`config.mk`:
```
export PLATFORM = sky130hd
export DESIGN_NAME = vec_irq_ctrl_flat
export DESIGN_NICKNAME = d
export VERILOG_FILES = /design/src/rtl/vic_pkg.sv /design/src/rtl/vec_irq_ctrl_if.sv /design/src/rtl/vic_prio_enc.sv /design/src/rtl/vec_irq_ctrl.sv /design/src/flat_wrapper.sv
export SDC_FILE = /design/constraint.sdc
export NUM_CORES = 1
export LEC_CHECK = 0
export BUFFER_PORTS_ARGS = -buffer_cell sky130_fd_sc_hd__buf_2
export CORE_ASPECT_RATIO = 0.8
export CORE_UTILIZATION = 40
export DETAILED_ROUTE_END_ITERATION = 12
export PLACE_DENSITY = 0.81
export SYNTH_ARGS = -nofsm -noshare
export SYNTH_HDL_FRONTEND = slang
export SYNTH_HIERARCHICAL = 1
export SYNTH_SLANG_ARGS = --single-unit
```
`constraint.sdc`:
```
create_clock -name clk_p -period 2.3 [get_ports clk_p]
set_input_delay 0.23 -clock clk_p [delete_from_list [all_inputs] [get_ports clk_p]]
set_output_delay 0.23 -clock clk_p [all_outputs]
set_load 0.005 [all_outputs]
```
`src/rtl/vic_pkg.sv`:
```
// Shared definitions for the vectored interrupt controller.
// Holds the handshake state enum, the vector word width and the default spurious vector.
package vic_pkg;

  localparam int unsigned VEC_W = 16;

  localparam logic [VEC_W-1:0] SPUR_VEC_DEF = 16'o000000;

  typedef enum logic [1:0] {
    IDLE     = 2'd0,
    ARMED    = 2'd1,
    ACK      = 2'd2,
    WAIT_LOW = 2'd3
  } vic_state_e;

endpackage

```
`src/rtl/vec_irq_ctrl_if.sv`:
```
// Bus bundle between peripherals/CPU and the vectored interrupt controller.
//   irq_req  [N]        level requests, bit 0 highest priority
//   irq_mask [N]        per-source enable
//   irq_vec  [16*N]     packed per-source vectors
//   irq_ack  [N]        one-cycle acknowledge to the winning source
//   virq, istb, ivec, iack   CPU vector-fetch handshake
// slave: controller view; master: peripheral/CPU (driver) view.
interface vec_irq_ctrl_if
  import vic_pkg::*;
#(
  parameter int unsigned N = 8
) ();

  logic [N-1:0]       irq_req;
  logic [N-1:0]       irq_mask;
  logic [VEC_W*N-1:0] irq_vec;
  logic [N-1:0]       irq_ack;
  logic               virq;
  logic               istb;
  logic [VEC_W-1:0]   ivec;
  logic               iack;

  modport slave (
    input  irq_req, irq_mask, irq_vec, istb,
    output irq_ack, virq, ivec, iack
  );

  modport master (
    output irq_req, irq_mask, irq_vec, istb,
    input  irq_ack, virq, ivec, iack
  );

endinterface

```
`src/rtl/vic_prio_enc.sv`:
```
// Purely combinational fixed-priority encoder; bit 0 wins.
//   i_req     [N]   request vector
//   o_idx_c   [IW]  index of the lowest set bit (0 when none set)
//   o_any_c         at least one bit set
module vic_prio_enc #(
  parameter  int unsigned N  = 8,
  localparam int unsigned IW = (N > 1) ? $clog2(N) : 1
) (
  input  logic [N-1:0]  i_req,
  output logic [IW-1:0] o_idx_c,
  output logic          o_any_c
);

  // Scan from the top so the lowest set index is the last assignment.
  always_comb begin
    o_idx_c = '0;
    for (int i = int'(N) - 1; i >= 0; i--) begin
      if (i_req[i]) o_idx_c = IW'(i);
    end
  end

  assign o_any_c = |i_req;

endmodule

```
`src/rtl/vec_irq_ctrl.sv`:
```
// Vectored interrupt controller in front of the 1801VM1 virq/istb/ivec/iack inputs.
//   clk_p  system clock (rising edge)
//   rst_n  asynchronous active-low reset
//   bus    vec_irq_ctrl_if.slave: peripheral requests/masks/vectors/acks and CPU handshake
// All outputs are registered; each register is loaded with the value belonging to
// the state being entered, so outputs track the state with no input-to-output path.
module vec_irq_ctrl
  import vic_pkg::*;
#(
  parameter int unsigned      N        = 8,
  parameter logic [VEC_W-1:0] SPUR_VEC = SPUR_VEC_DEF
) (
  input  logic            clk_p,
  input  logic            rst_n,
  vec_irq_ctrl_if.slave   bus
);

  localparam int unsigned IW = (N > 1) ? $clog2(N) : 1;

  vic_state_e       r_state, w_state_nxt;
  logic             r_virq, w_virq_nxt;
  logic             r_iack, w_iack_nxt;
  logic [VEC_W-1:0] r_ivec, w_ivec_nxt;
  logic [N-1:0]     r_irq_ack, w_irq_ack_nxt;
  logic [IW-1:0]    r_win, w_win_nxt;

  logic [N-1:0]     w_eff;
  logic [IW-1:0]    w_idx;
  logic             w_any;
  logic [VEC_W-1:0] w_sel_vec;

  assign w_eff = bus.irq_req & bus.irq_mask;

  vic_prio_enc #(.N(N)) u_prio (
    .i_req   (w_eff),
    .o_idx_c (w_idx),
    .o_any_c (w_any)
  );

  // Vector of the current arbitration winner.
  always_comb begin
    w_sel_vec = '0;
    for (int i = 0; i < int'(N); i++) begin
      if (w_idx == IW'(i)) w_sel_vec = bus.irq_vec[i*VEC_W +: VEC_W];
    end
  end

  // Next state and next registered outputs.
  always_comb begin
    w_state_nxt   = r_state;
    w_virq_nxt    = r_virq;
    w_iack_nxt    = r_iack;
    w_ivec_nxt    = r_ivec;
    w_irq_ack_nxt = '0;
    w_win_nxt     = r_win;
    case (r_state)
      IDLE: begin
        if (bus.istb) begin
          // Fetch without a raised virq is answered spuriously.
          w_state_nxt = ACK;
          w_virq_nxt  = 1'b0;
          w_iack_nxt  = 1'b1;
          w_ivec_nxt  = SPUR_VEC;
        end else if (w_any) begin
          w_state_nxt = ARMED;
          w_virq_nxt  = 1'b1;
        end
      end
      ARMED: begin
        // istb wins over withdrawal; eff is re-evaluated in the istb cycle.
        if (bus.istb) begin
          w_state_nxt = ACK;
          w_virq_nxt  = 1'b0;
          w_iack_nxt  = 1'b1;
          if (w_any) begin
            w_win_nxt     = w_idx;
            w_ivec_nxt    = w_sel_vec;
            w_irq_ack_nxt = N'(1) << w_idx;
          end else begin
            w_ivec_nxt = SPUR_VEC;
          end
        end else if (!w_any) begin
          w_state_nxt = IDLE;
          w_virq_nxt  = 1'b0;
        end
      end
      ACK: begin
        w_state_nxt = WAIT_LOW;
      end
      WAIT_LOW: begin
        if (!bus.istb) begin
          w_state_nxt = IDLE;
          w_iack_nxt  = 1'b0;
          w_ivec_nxt  = '0;
        end
      end
      default: begin
        w_state_nxt = IDLE;
        w_virq_nxt  = 1'b0;
        w_iack_nxt  = 1'b0;
        w_ivec_nxt  = '0;
      end
    endcase
  end

  // State register.
  always_ff @(posedge clk_p or negedge rst_n) begin
    if (!rst_n) r_state <= IDLE;
    else        r_state <= w_state_nxt;
  end

  // Output and winner registers.
  always_ff @(posedge clk_p or negedge rst_n) begin
    if (!rst_n) begin
      r_virq    <= 1'b0;
      r_iack    <= 1'b0;
      r_ivec    <= '0;
      r_irq_ack <= '0;
      r_win     <= '0;
    end else begin
      r_virq    <= w_virq_nxt;
      r_iack    <= w_iack_nxt;
      r_ivec    <= w_ivec_nxt;
      r_irq_ack <= w_irq_ack_nxt;
      r_win     <= w_win_nxt;
    end
  end

  assign bus.virq    = r_virq;
  assign bus.iack    = r_iack;
  assign bus.ivec    = r_ivec;
  assign bus.irq_ack = r_irq_ack;

endmodule

```
`src/flat_wrapper.sv`:
```
// flat-port wrapper written by rule: the top's interface ports become plain ports
module vec_irq_ctrl_flat import vic_pkg::*;
#(
  parameter int unsigned      N        = 8,
  parameter logic [VEC_W-1:0] SPUR_VEC = SPUR_VEC_DEF
)
  (clk_p, rst_n, bus_irq_req, bus_irq_mask, bus_irq_vec, bus_istb, bus_irq_ack, bus_virq, bus_ivec, bus_iack);
  vec_irq_ctrl_if #(.N(N)) bus_i ();
  input  logic clk_p;
  input  logic rst_n;
  input wire logic [$bits(bus_i.irq_req)-1:0] bus_irq_req;
  input wire logic [$bits(bus_i.irq_mask)-1:0] bus_irq_mask;
  input wire logic [$bits(bus_i.irq_vec)-1:0] bus_irq_vec;
  input wire logic [$bits(bus_i.istb)-1:0] bus_istb;
  output wire logic [$bits(bus_i.irq_ack)-1:0] bus_irq_ack;
  output wire logic [$bits(bus_i.virq)-1:0] bus_virq;
  output wire logic [$bits(bus_i.ivec)-1:0] bus_ivec;
  output wire logic [$bits(bus_i.iack)-1:0] bus_iack;
  assign bus_i.irq_req = bus_irq_req;
  assign bus_i.irq_mask = bus_irq_mask;
  assign bus_i.irq_vec = bus_irq_vec;
  assign bus_i.istb = bus_istb;
  assign bus_irq_ack = bus_i.irq_ack;
  assign bus_virq = bus_i.virq;
  assign bus_ivec = bus_i.ivec;
  assign bus_iack = bus_i.iack;
  vec_irq_ctrl #(.N(N), .SPUR_VEC(SPUR_VEC)) u_core (.clk_p(clk_p), .rst_n(rst_n), .bus(bus_i));
endmodule
```
==> metrics, run 1 <==
status=complete, no violations; Multi-input gate area=1420 um^2; die width=between 80 and 90 um; Netlist Area Pre-Place=roughly 2200 um^2; kind of critical path=primary input to flop; cts bufs inserted=3; synth warn=6; worst hold slack=around 0.35 ns; Yosys cell types=36; crit path launch=bus_irq_req[4]; Arrival @ worst endpoint=approximately 2.2 ns; final instance area=3270 um^2; NumNets Final=roughly 520; Pins Over Slew Limit=0; # rows=23; Pleak=about 1.7 nW; r2r endpoint=u_core/bus.ivec[10]; Clock Sinks=28; Setup crit end kind=flop; CTS max path bufs=2; number of cells on the critical path=8; post-layout min period=2.08 ns; Avg Cell Area, Syn=between 10 and 15 um^2; CP max FO=14; Worst path slowest cell=mux4_1; flop2flop setup slack=~0.25 ns; Fin. Hold Viols=0; setup total negative slack=0 ns; Least-Margin Pin Slew=about 0.76 ns; grt total ovfl=0; register area=701 um^2; Worst path max stage delay=approximately 0.56 ns; number of global-route vias before repair=2277; Top Ports=173; Seq/Total Area, Yosys=0.317; die area=just under 6000 um^2; DR iter-0 viols=71; crit share post-route=0.904; Req. time, crit path=approximately 2.5 ns; power density cells=approximately 660 nW/um^2; Hold WC Path Type=primary input to flop; root buffer cell=clkbuf_8; biggest area consumer among synthesized cells=dfrtp_1; initial antenna violation count=0; RR Startpoint=u_core/r_state[0]; first-pass GRT wire length=a little over 10000 um; clock latency on the worst-skew pair=around 0.27 ns; Max IR drop VDD=roughly 0.00029 V; area share of the largest cell type after synthesis=0.317; H-tree depth=1; FILL cells=between 400 and 500; # diodes=0; ranking of synthesized cells by area=dfrtp_1 32%, mux4_2 22%, mux4_1 9.5%; FF-to-FF path depth=5; DR vias/cell=approximately 5.3; routed via count=2310; final setup vio count=0; Placer Congestion=between 0.8 and 0.9; Final ANT Viol Nets=0; Critical path destination=u_core/bus.ivec[12]; CTS tree=done; final WL=about 6900 um; Initial Util=0.429; Power, Total=between 2 and 2.5 mW; post-DR wirelength/cell=16.0 um; RSZ-0062 raised after global routing=false; largest net degree at the start of global routing=29; core area=between 5000 and 6000 um^2; Critical path buffers and inverters=3; startpoint types=primary input; clock skew=around 0.0064 ns; FMAX=a little under 0.5 GHz; Port-buffer cells=roughly 170; P&R area growth vs syn=47.9%; detailed placement HPWL=5750 um; Synth Register Bits=28; delay-heaviest family, CP=buffers and inverters; Cells after Synth=196; Worst-path clk slew=around 0.1 ns; relative slew slack=0.492; syn_nets=around 350; Max-Cap Viols=0; drt first pass iters=4; DRC=0; Die Y=slightly below 70 um; share of cells above drive strength 1=0.582; worst-path cell chain=buf_2 -> and2_1 -> o41ai_2 -> buf_4 -> buf_12 -> mux4_1 -> a22oi_1 -> nand2_1; overall global routing resource usage=0.230; Post-DP Area=around 3200 um^2; post-CTS setup buffer count=0
## Yosys cell counts
| master | number |
|---|---|
| nor2b_1 | 3 |
| mux4_1 | 8 |
| a21oi_2 | 1 |
| nand4_1 | 1 |
| o21ai_0 | 6 |
| and3b_1 | 1 |
| buf_6 | 3 |
| nor4_1 | 1 |
| a22oi_1 | 15 |
| nor3_1 | 3 |
| ha_1 | 4 |
| a21o_1 | 1 |
| nand4b_1 | 2 |
| o21bai_1 | 2 |
| a21oi_1 | 4 |
| mux2i_1 | 4 |
| o211ai_1 | 1 |
| buf_2 | 3 |
| nand2_1 | 36 |
| buf_12 | 1 |
| and2_1 | 8 |
| nor2_1 | 16 |
| mux4_2 | 22 |
| inv_1 | 5 |
| buf_1 | 3 |
| nor4_2 | 1 |
| o41ai_1 | 1 |
| o22ai_1 | 1 |
| nand2b_1 | 2 |
| nand3b_1 | 2 |
| dfrtp_1 | 28 |
| clkbuf_1 | 3 |
| a31oi_1 | 1 |
| a21boi_0 | 1 |
| mux2_2 | 1 |
| nand3_1 | 1 |
## layout by cell type (no fill, tap or decap), drive strengths merged, types with 2 or more instances in the layout
cell | netlist | routed
nand2b | 2 | 2
mux4 | 30 | 30
nor4 | 2 | 2
nand4b | 2 | 2
o21ai | 6 | 6
nand2 | 36 | 36
a21oi | 5 | 5
inv | 5 | 5
nor2 | 16 | 16
nand3b | 2 | 2
clkbuf | 3 | 3
o21bai | 2 | 2
buf | 10 | 183
dfrtp | 28 | 28
mux2i | 4 | 4
ha | 4 | 4
a22oi | 15 | 15
and2 | 8 | 8
nor2b | 3 | 3
nor3 | 3 | 3
## sequential cells by signal (all words and copies together), names as in the netlist
name                cells
u_core/bus.iack         1
u_core/bus.irq_ack      8
u_core/bus.ivec        16
u_core/bus.virq         1
u_core/r_state          2
## repair_timing
| action | CTS | global route |
|---|---|---|
| endpoints found under the setup margin | 0 | 15 |
| hold endpoints to repair | 28 | 0 |
| hold buffers | 1 | 0 |
| gates resized for setup | 0 | 2 |
## power by group
part           switching (mW)  internal (mW)
clock network           0.151          0.233
logic                   0.520          0.509
registers              0.0982          0.634
## tightest hold or removal path: stages
cell and delay, ns:
buf_2 0.16, o22ai_1 0.12, a21oi_1 0.08
## per-stage QoR
stage	util	cells	setup WS [ns]
4_1_cts	0.634	433	0.0261
3_5_place_dp	0.618	428	-0.0808
3_3_place_gp	0.618	428	-0.0637
2_1_floorplan	-	196	0.287
5_1_grt	0.635	433	0.0437
6_report	0.635	433	0.220
## how the worst min path moves through the flow
stage	slack, ns	start	endpoint	cells past startpoint
after floorplan	-0.07	rst_n	u_core/bus.iack	0
after global placement	0.28	rst_n	u_core/bus.ivec[3]	1
after detailed placement	0.29	rst_n	u_core/bus.ivec[3]	1
after CTS	0.35	bus_istb	u_core/bus.iack	3
after global routing	0.37	bus_istb	u_core/bus.iack	3
final	0.35	bus_istb	u_core/bus.iack	3
## cell families (layout without fill, tap and decap cells)
logic type      count (synthesis)  after routing  synth area share
compound gates                 34             34             0.104
simple gates                   77             77             0.164
mux                            35             35             0.342
buf+inv                        18            193            0.0498
fa+ha+maj                       4              4            0.0226
flops                          28             28             0.317
## area by class of cell
class / instances / share of cell area
multi-input combinational: 150 / 0.435
timing repair buffer: 184 / 0.299
sequential: 28 / 0.214
tap: 62 / 0.0237
clock buffer: 3 / 0.0126
clock inverter: 1 / 0.00918
inverter: 5 / 0.00574
## metal layers
layer	up-vias	GRT usage	wire length (um)
met5	-	0	0
met4	0	0.0763	155
met3	14	0.0250	335
met2	98	0.418	3570
met1	1097	0.293	2890
li1	1101	-	-
No activity file was read; power rests on OpenSTA's default activity.
==> run 2, diff against run 1 <==
Settings changed: ABC_AREA set to 1, CORE_UTILIZATION 40 to 41, PLACE_DENSITY 0.81 to 0.82.
==> run 2 against run 1 <==
Synthesized cell count rose by 100%; core utilization fell by 1.7 points; global-route usage up 5.9 points; first-iteration DRC count grew to 4.4 times the previous value.
==> metrics, run 2 <==
Req. time, crit path=2.52 ns (+0.06 ns); DR vias/cell=4.87 (-8.7%); post-layout min period=2.03 ns (-0.0497 ns); syn_nets=547 (+58%); synth warn=6 (unchanged); Avg Cell Area, Syn=5.85 um^2 (-48%); kind of critical path=flop to flop; RSZ-0062 raised after global routing=false; initial antenna violation count=0 (unchanged); Worst-path clk slew=0.10 ns (about the same); CP max FO=16 (+2); die width=86.1 um (+1.1%); Clock Sinks=28 (unchanged); startpoint types=flop; Worst path max stage delay=0.43 ns (-0.13 ns); final WL=8330 um (+20%); Least-Margin Pin Slew=0.648 ns (-0.114 ns); Max-Cap Viols=0 (unchanged); max reg flops=16 (unchanged); ranking of synthesized cells by area=dfrtp_1 30%, nand2_1 24%, nor2_1 12%; Most used DFF post-synth=dfrtp_1; Netlist Area Pre-Place=2320 um^2 (+4.9%); Hold WC Path Type=primary input to flop; core area=5440 um^2 (+5.5%); FMAX=0.492 GHz (+2.4%); routed via count=3148 (+36%); Seq/Total Area, Yosys=0.302 (-0.0147); grt total ovfl=0 (unchanged); worst-path cell chain=inv_1 -> ha_1 -> nand2_1 -> o21ai_0 -> nand3_2 -> nand3b_2 -> nor2_1 -> nand2_1 -> nand2_1; Critical path buffers and inverters=1 (-2); status=complete, no violations; number of synthesized flops with an enable pin=0 (unchanged); Initial Util=0.427 (-0.00263); Max IR drop VDD=0.000310 V (+8.7%); cts bufs inserted=3 (unchanged); post-CTS setup buffer count=0 (unchanged); P&R area growth vs syn=45.0%; Worst path slowest cell=dfrtp_1; FFs w/ async S/R, synth=1.00 (unchanged); drt first pass iters=5 (+1); crit share post-route=0.883 (-0.0216); most frequent cell after synthesis=nand2_1; DR iter-0 viols=315 (+340%); biggest area consumer among synthesized cells=dfrtp_1; Arrival @ worst endpoint=2.25 ns (about the same); area share of the largest cell type after synthesis=0.302 (-0.0147); largest net degree at the start of global routing=29 (unchanged); commonest non-fill, non-tap cell in the layout=buf_2; Final Core Density=0.618 (-0.0166); Port-buffer cells=172 (unchanged); DRC=0 (unchanged); NumNets Final=720 (+38%); delay-heaviest family, CP=simple AND/OR/NAND/NOR gates; Setup crit end kind=flop; CP most frequent cell=nand2_1; Cells after Synth=396 (+100%); Pins Over Slew Limit=0 (unchanged); synth cell count leaders=150 x nand2_1, 72 x nor2_1, 40 x inv_1; Top Ports=173 (unchanged); clock latency on the worst-skew pair=0.27 ns (about the same); # rows=24 (+4.3%); relative slew slack=0.568 (+0.0763); clock skew=0.000981 ns (-0.00542 ns); root buffer cell=clkbuf_8; Synth Register Bits=28 (unchanged); # diodes=0 (unchanged); first-pass GRT wire length=13600 um (+31%); Fin. Hold Viols=0 (unchanged); die area=5960 um^2 (+2.3%); Die Y=69.3 um (+1.1%); Placer Congestion=0.895 (+3.2%); Pleak=2.10 nW (+21%); overall global routing resource usage=0.289 (+0.0595); detailed placement HPWL=6630 um (+15%); CTS tree=done; CTS max path bufs=2 (unchanged); post-DR wirelength/cell=12.9 um (-20%); flop2flop setup slack=0.27 ns (+0.02 ns); setup total negative slack=0 ns (unchanged); number of global-route vias before repair=2872 (+26%); commonest non-fill, non-tap cells in the layout=172 x buf_2, 150 x nand2_1, 71 x nor2_1; power density cells=664 nW/um^2 (+1.3%); Final ANT Viol Nets=0 (unchanged); Yosys cell types=24 (-33%); H-tree depth=1 (unchanged); final setup vio count=0 (unchanged); share of cells above drive strength 1=0.349 (-0.234)
-- run 2: worst register-to-register path, delay by kind of cell, from the launching register on --
kind                     cells  cell delay [ns]
AND/OR/NAND/NOR              6             1.02
AO/OA/AOI/OAI                1             0.11
flip-flops                   1             0.43
buffers and inverters        1             0.12
adder cells (fa/ha/maj)      1             0.30
-- run 2: per-layer routing --
metal  part of all wire  GRT usage  vias to the layer above
met3              0.084     0.0298                       16
met5                  0          0                        -
li1                   -          -                     1590
met1               0.44      0.426                     1365
met2               0.45      0.449                      177
met4              0.019     0.0778                        0
-- run 2: kinds of logic (layout without fill, tap and decap cells) --
family / count (synthesis) / in the layout / synth area share
simple gates: 280 / 280 / 0.517
buf+inv: 58 / 230 / 0.101
flops: 28 / 28 / 0.302
compound gates: 26 / 26 / 0.0577
fa+ha+maj: 4 / 4 / 0.0216
-- run 2: repair_timing --
item	4_1_cts	5_1_grt
endpoints found under the setup margin	0	6
gates resized for setup	0	2
hold buffers	1	0
hold endpoints to repair	28	0
-- run 2: power breakdown --
group	switching (mW)	leakage, nW	total (mW)	internal (mW)
combinational	0.694	1.69	1.16	0.470
sequential	0.103	0.378	0.757	0.654
clock	0.158	0.0288	0.312	0.153
total	0.956	2.10	2.23	1.28
-- run 2: final timing paths --
check                                   startpoint             endpoint  cells after the start
worst max register to register   u_core/r_state[1]   u_core/bus.ivec[6]                      9
worst max-delay path             u_core/r_state[1]   u_core/bus.ivec[6]                      9
max in group asynchronous                    rst_n  u_core/bus.ivec[10]                      2
worst min-delay path               bus_irq_vec[71]   u_core/bus.ivec[7]                      5
worst min register to register  u_core/bus.ivec[3]   u_core/bus.ivec[3]                      2
min in group asynchronous                    rst_n      u_core/bus.iack                      2
-- run 2: layout make-up --
class | count | area [um^2]
clock buffers | 4 | 55.1
fillers | 517 | 2070
inverters | 44 | 165
multi-input cells | 310 | 1390
flip-flops and latches | 28 | 701
well taps | 78 | 97.6
repair buffers | 182 | 951
-- run 2: through the flow --
step / std cells / setup slack [ns] / hold WS, ns / power [mW] / area (um^2)
after floorplan: 396 / 0.395 / -0.0656 / 1.40 / 2320
after global placement: 641 / 0.0684 / 0.286 / 1.87 / 3290
after detailed placement: 641 / 0.000811 / 0.286 / 1.90 / 3290
after CTS: 646 / 0.274 / 0.263 / 2.22 / 3350
after global routing: 646 / 0.0748 / 0.299 / 2.43 / 3360
final: 646 / 0.270 / 0.272 / 2.23 / 3360
